==> src/rtl/arb_pkg.sv <==
// Shared types for the 4-requester round-robin arbiter.
package arb_pkg;

   localparam int unsigned NUM_REQ    = 4;
   localparam int unsigned ARB_DATA_W = 32;

   typedef enum logic {IDLE, LOCKED} arb_state_t;

   typedef logic [1:0] src_idx_t;

   // Contents of the one-entry output slot.
   typedef struct packed {
      logic [ARB_DATA_W-1:0] data;
      src_idx_t              src;
      logic                  last;
   } out_beat_t;

endpackage

==> src/rtl/mux_32by2_1.sv <==
// 32-bit 4:1 mux with a 2-bit select.
module mux_32by2_1 #(
   parameter int unsigned DATA_W = 32
) (
   input  logic [DATA_W-1:0] d0,
   input  logic [DATA_W-1:0] d1,
   input  logic [DATA_W-1:0] d2,
   input  logic [DATA_W-1:0] d3,
   input  logic [1:0]        sel,
   output logic [DATA_W-1:0] y
);

   always_comb begin
      y = d0;
      case (sel)
         2'd1:    y = d1;
         2'd2:    y = d2;
         2'd3:    y = d3;
         default: y = d0;
      endcase
   end

endmodule

==> src/rtl/rr_pick4.sv <==
// Rotating-priority picker: first set bit of req scanning ptr, ptr+1, ... mod 4.
module rr_pick4
   import arb_pkg::*;
(
   input  logic [NUM_REQ-1:0] req,
   input  src_idx_t           ptr,
   output src_idx_t           grant_idx,
   output logic               any
);

   // Scan from the farthest offset down so the nearest requester wins last.
   always_comb begin
      grant_idx = ptr;
      any       = 1'b0;
      for (int i = int'(NUM_REQ) - 1; i >= 0; i--) begin
         if (req[ptr + src_idx_t'(i)]) begin
            grant_idx = ptr + src_idx_t'(i);
            any       = 1'b1;
         end
      end
   end

endmodule

==> src/rtl/arb_32by4_rr.sv <==
// Round-robin arbiter/sequencer sharing one 32-bit channel among four requesters,
// with burst locking, a beat-count cap, and a registered one-entry output slot.
module arb_32by4_rr
   import arb_pkg::*;
#(
   parameter int unsigned DATA_W    = 32,
   parameter int unsigned MAX_BEATS = 16
) (
   input  logic               clk,
   input  logic               rst_n,
   input  logic [3:0]         req_valid,
   input  logic [3:0]         req_last,
   input  logic [DATA_W-1:0]  req_data0,
   input  logic [DATA_W-1:0]  req_data1,
   input  logic [DATA_W-1:0]  req_data2,
   input  logic [DATA_W-1:0]  req_data3,
   output logic [3:0]         req_ready,
   output logic               out_valid,
   output logic [DATA_W-1:0]  out_data,
   output logic [1:0]         out_src,
   output logic               out_last,
   input  logic               out_ready,
   output logic [1:0]         mux_sel
);

   localparam int unsigned CNT_W = $clog2(MAX_BEATS + 1);

   arb_state_t        state;
   src_idx_t          rr_ptr;
   src_idx_t          owner;
   logic [CNT_W-1:0]  beat_cnt;
   out_beat_t         slot;

   src_idx_t          pick_idx;
   logic              pick_any;
   logic [DATA_W-1:0] mux_y;
   logic              slot_free;
   logic              accept;
   logic              forced;
   logic              burst_end;

   rr_pick4 u_pick (
      .req       (req_valid),
      .ptr       (rr_ptr),
      .grant_idx (pick_idx),
      .any       (pick_any)
   );

   mux_32by2_1 #(.DATA_W(DATA_W)) u_mux (
      .d0  (req_data0),
      .d1  (req_data1),
      .d2  (req_data2),
      .d3  (req_data3),
      .sel (mux_sel),
      .y   (mux_y)
   );

   // Grant selection; with no valid request the picker falls back to rr_ptr.
   always_comb begin
      slot_free = ~out_valid | out_ready;
      req_ready = '0;
      mux_sel   = pick_idx;
      if (state == LOCKED) begin
         mux_sel          = owner;
         req_ready[owner] = slot_free;
      end else if (pick_any) begin
         req_ready[pick_idx] = slot_free;
      end
      accept    = |(req_valid & req_ready);
      forced    = (beat_cnt + CNT_W'(1)) == CNT_W'(MAX_BEATS);
      burst_end = req_last[mux_sel] | forced;
   end

   // Arbitration state and output slot; a load wins over a simultaneous drain.
   always_ff @(posedge clk or negedge rst_n) begin
      if (!rst_n) begin
         state     <= IDLE;
         rr_ptr    <= '0;
         owner     <= '0;
         beat_cnt  <= '0;
         out_valid <= 1'b0;
         slot      <= '0;
      end else if (accept) begin
         out_valid <= 1'b1;
         slot.data <= ARB_DATA_W'(mux_y);
         slot.src  <= mux_sel;
         slot.last <= burst_end;
         if (burst_end) begin
            state    <= IDLE;
            rr_ptr   <= mux_sel + src_idx_t'(1);
            beat_cnt <= '0;
         end else begin
            state    <= LOCKED;
            owner    <= mux_sel;
            beat_cnt <= beat_cnt + CNT_W'(1);
         end
      end else if (out_ready) begin
         out_valid <= 1'b0;
      end
   end

   assign out_data = DATA_W'(slot.data);
   assign out_src  = slot.src;
   assign out_last = slot.last;

endmodule
==> config.mk <==
export PLATFORM = sky130hd
export DESIGN_NAME = arb_32by4_rr
export DESIGN_NICKNAME = d
export VERILOG_FILES = /design/src/rtl/arb_pkg.sv /design/src/rtl/mux_32by2_1.sv /design/src/rtl/rr_pick4.sv /design/src/rtl/arb_32by4_rr.sv
export SDC_FILE = /design/constraint.sdc
export NUM_CORES = 1
export LEC_CHECK = 0
export ABC_AREA = 1
export CORE_AREA = 2 2 73 128
export CTS_CLUSTER_SIZE = 16
export DETAILED_ROUTE_END_ITERATION = 12
export DIE_AREA = 0 0 75 130
export PLACE_DENSITY = 0.78
export REMOVE_ABC_BUFFERS = 1
export SYNTH_ARGS = -nofsm -noshare
export SYNTH_HDL_FRONTEND = slang
export SYNTH_SLANG_ARGS = --single-unit
==> constraint.sdc <==
create_clock -name clk -period 3 [get_ports clk]
set_input_delay 0.3 -clock clk [delete_from_list [all_inputs] [get_ports clk]]
set_output_delay 0.3 -clock clk [all_outputs]
set_load 0.01 [all_outputs]
==> run_results.csv <==
group,metric,value,unit
flow_run,max-cap-violations,0,
critical_path,slowest_delay,590,ps
sta,slew_headroom,29.0,%
critical_path,cp_max_fo,4,
global_routing,grt_overflow,0,
clock_tree,clock_latency,290,ps
power,ir_worst_vdd,836,uV
critical_path,r2r_start,"rr_ptr[0]",
route,drc,0,
die,ioPinCount,181,
run_status,status,"completed",
critical_path,startpoint_type,"input port",
route,dr.pass1.iters,5,
placement,io_buffers,180,
global_routing,grt_usage,22.7,%
die,fp.dieH,130,um
critical_path,regToRegSetupSlack,480,ps
die,die_w,75,um
critical_path,ff2ff_path_depth,17,
clock_tree,htree_levels,2,
sta,min_period,2700,ps
route,routed-via-count,3866,
power,p_leak,2.48,nW
clock_tree,clk_pin_slew,60,ps
power,power-per-cell-area,1290,nW/um^2
critical_path,cp.required,2700,ps
die,core_area,8810,sq um
synth,seq_area_frac_synth,33.6,%
critical_path,r2r_end,"out_data[21]",
critical_path,crit_top_cell,"nand2_1",
finish,area_growth_syn_to_layout,61.3,%
finish,fin_util,62.7,%
critical_path,crit_arrival,2400,ps
route,wl,10800,um
global_routing,grt_first_pass_wirelength,17100,um
global_routing,grt_max_degree,49,
sta,hold_viol_final,0,
clock_tree,cts_root_buf,"clkbuf_16",
global_routing,grt_pass1_vias,3721,
clock_tree,clock_tree.buffer_depth,2,
route,ant_nets,0,
synth,avgSynthCellArea,7.49,sq um
clock_tree,hold_buffers,0,
clock_tree,cts_resized,0,
die,row_count,46,
sta,fin_hold_ws,190,ps
synth,synthCells,457,
synth,yosys_warnings,0,
critical_path,worstPathCellList,"clkdlybuf4s50_1 > inv_1 > nand2_2 > nand3_1 > nand2_1 > inv_2 > nand2_1 > nand2_2 > nand2_2 > nand2_1 > nand3_1 > nand2_1 > inv_1 > clkdlybuf4s50_1",
finish,fin_area,5520,sq um
synth,synth_seq_cells,46,
finish,multi_input_area,1870,sq um
route,wl_per_cell,14.3,um
placement,place_congestion,0.834,
finish,mostFrequentLayoutCells,"clkdlybuf4s50_1 (179), nand2_1 (144), inv_1 (50)",
synth,synthTopCellsByArea,"dfrtp_1 (34%), nand2_1 (16%), a32o_1 (9.4%)",
sta,fin_skew,10.4,ps
route,via_per_inst,5.14,
synth,yosysTopAreaCell,"dfrtp_1",
finish,nets,775,
sta,setup_viol,0,
clock_tree,cts_setup_buffers,0,
finish,drive_gt1_share,16.3,%
finish,seq_area,1150,sq um
finish,fillers,782,
sta,rsz0062_at_grt,"no",
finish,antenna_cells,0,
critical_path,critPathTopFamily,"buffers and inverters",
sta,period_share,90.0,%
clock_tree,cts.sinks,46,
clock_tree,cts_buffers,5,
placement,dp_hpwl,8360,um
sta,slew_violations,0,
die,start_util,38.9,%
clock_tree,cts_tree,"done",
synth,synth_area,3420,sq um
critical_path,critPathBufInv,5,
synth,synth_cell_type_count,25,
global_routing,grt_antenna_before_repair,0,
finish,final_common_cell,"clkdlybuf4s50_1",
sta,fmax,370,MHz
placement,placed_area,5360,sq um
route,drt_iter0_markers,177,
sta,worstMarginPinSlew,1060,ps
critical_path,cp_slowest_cell,"clkdlybuf4s50_1",
critical_path,critPathCaptureType,"output pin",
die,dieArea,9750,sq um
critical_path,crit_type,"input port to output pin",
worst_hold_path,hold_path_class,"input port to async pin",
synth,yosys.area.top_type_share,33.6,%
## synth_stat cells (all sizes together)
cell type and instances:
a21oi 33, a32o 32, buf 10, clkbuf 15, dfrtp 46, ha 5
inv 54, nand2 186, nand3 29, nand4 2, nor2 8, o21ai 34
xnor2 1, xor2 2
## sequential cells by signal (all words and copies together), names as in the netlist
register and cells:
state 1, out_last 1, beat_cnt 5, rr_ptr 2, out_data 32, out_valid 1
out_src 2, owner 2
## routing by layer
metal / wire length [um] / track usage (%) / part of all wire, %
met1: 3770 / 23.9 / 35
met2: 5970 / 42.1 / 55
met3: 678 / 4.94 / 6.3
met4: 359 / 9.14 / 3.3
met5: 0 / 0 / 0
## report_power, final
part / internal, mW / total [mW] / switching (mW)
Combinational: 2.43 / 5.35 / 2.91
Clock: 0.393 / 0.625 / 0.232
Sequential: 0.940 / 1.17 / 0.227
## metrics by stage
stage | std cells | setup slack (ps) | setup TNS, ps | power [mW]
after global routing | 752 | 116 | 0 | 7.78
after global placement | 744 | 278 | 0 | 6.43
final | 752 | 301 | 0 | 7.14
after CTS | 752 | 191 | 0 | 7.22
after detailed placement | 744 | 205 | 0 | 6.56
after floorplan | 432 | -216 | -4250 | 4.56
## worst register-to-register path, delay by kind of cell (launching register included)
kind	cells	cell delay, ps
AO/OA/AOI/OAI	3	430
buffers and inverters	3	410
flip-flops	1	500
AND/OR/NAND/NOR	10	820
adder cells (fa/ha/maj)	1	260
## worst max-delay path by stage
stage,from,to,slack [ps],depth (start not counted)
CTS,rr_ptr[0],mux_sel[0],190,13
global placement,req_valid[1],out_data[0],280,18
floorplan,rr_ptr[0],beat_cnt[1],-220,18
detailed placement,req_valid[1],out_data[15],210,18
finish,req_valid[1],mux_sel[0],300,14
global route,rr_ptr[0],mux_sel[0],120,13
## cell type report
| class | instances | share of cell area [%] |
|---|---|---|
| Timing Repair Buffer | 192 | 35.7 |
| Multi-Input combinational cell | 332 | 33.9 |
| Clock buffer | 6 | 2.33 |
| Clock inverter | 2 | 0.680 |
| Inverter | 54 | 3.76 |
| Sequential cell | 46 | 20.9 |
| Tap cell | 120 | 2.72 |
## cell families (layout without fill, tap and decap cells)
group,count (synthesis),after routing,synth area share (%)
AND/OR/NAND/NOR,225,225,29.4
AO/OA/AOI/OAI,99,99,22.5
buffers and inverters,79,254,11.8
flip-flops,46,46,33.6
adder cells (fa/ha/maj),5,5,1.83
XOR/XNOR,3,3,0.767
Note: power is estimated with default switching activity, not from simulation.
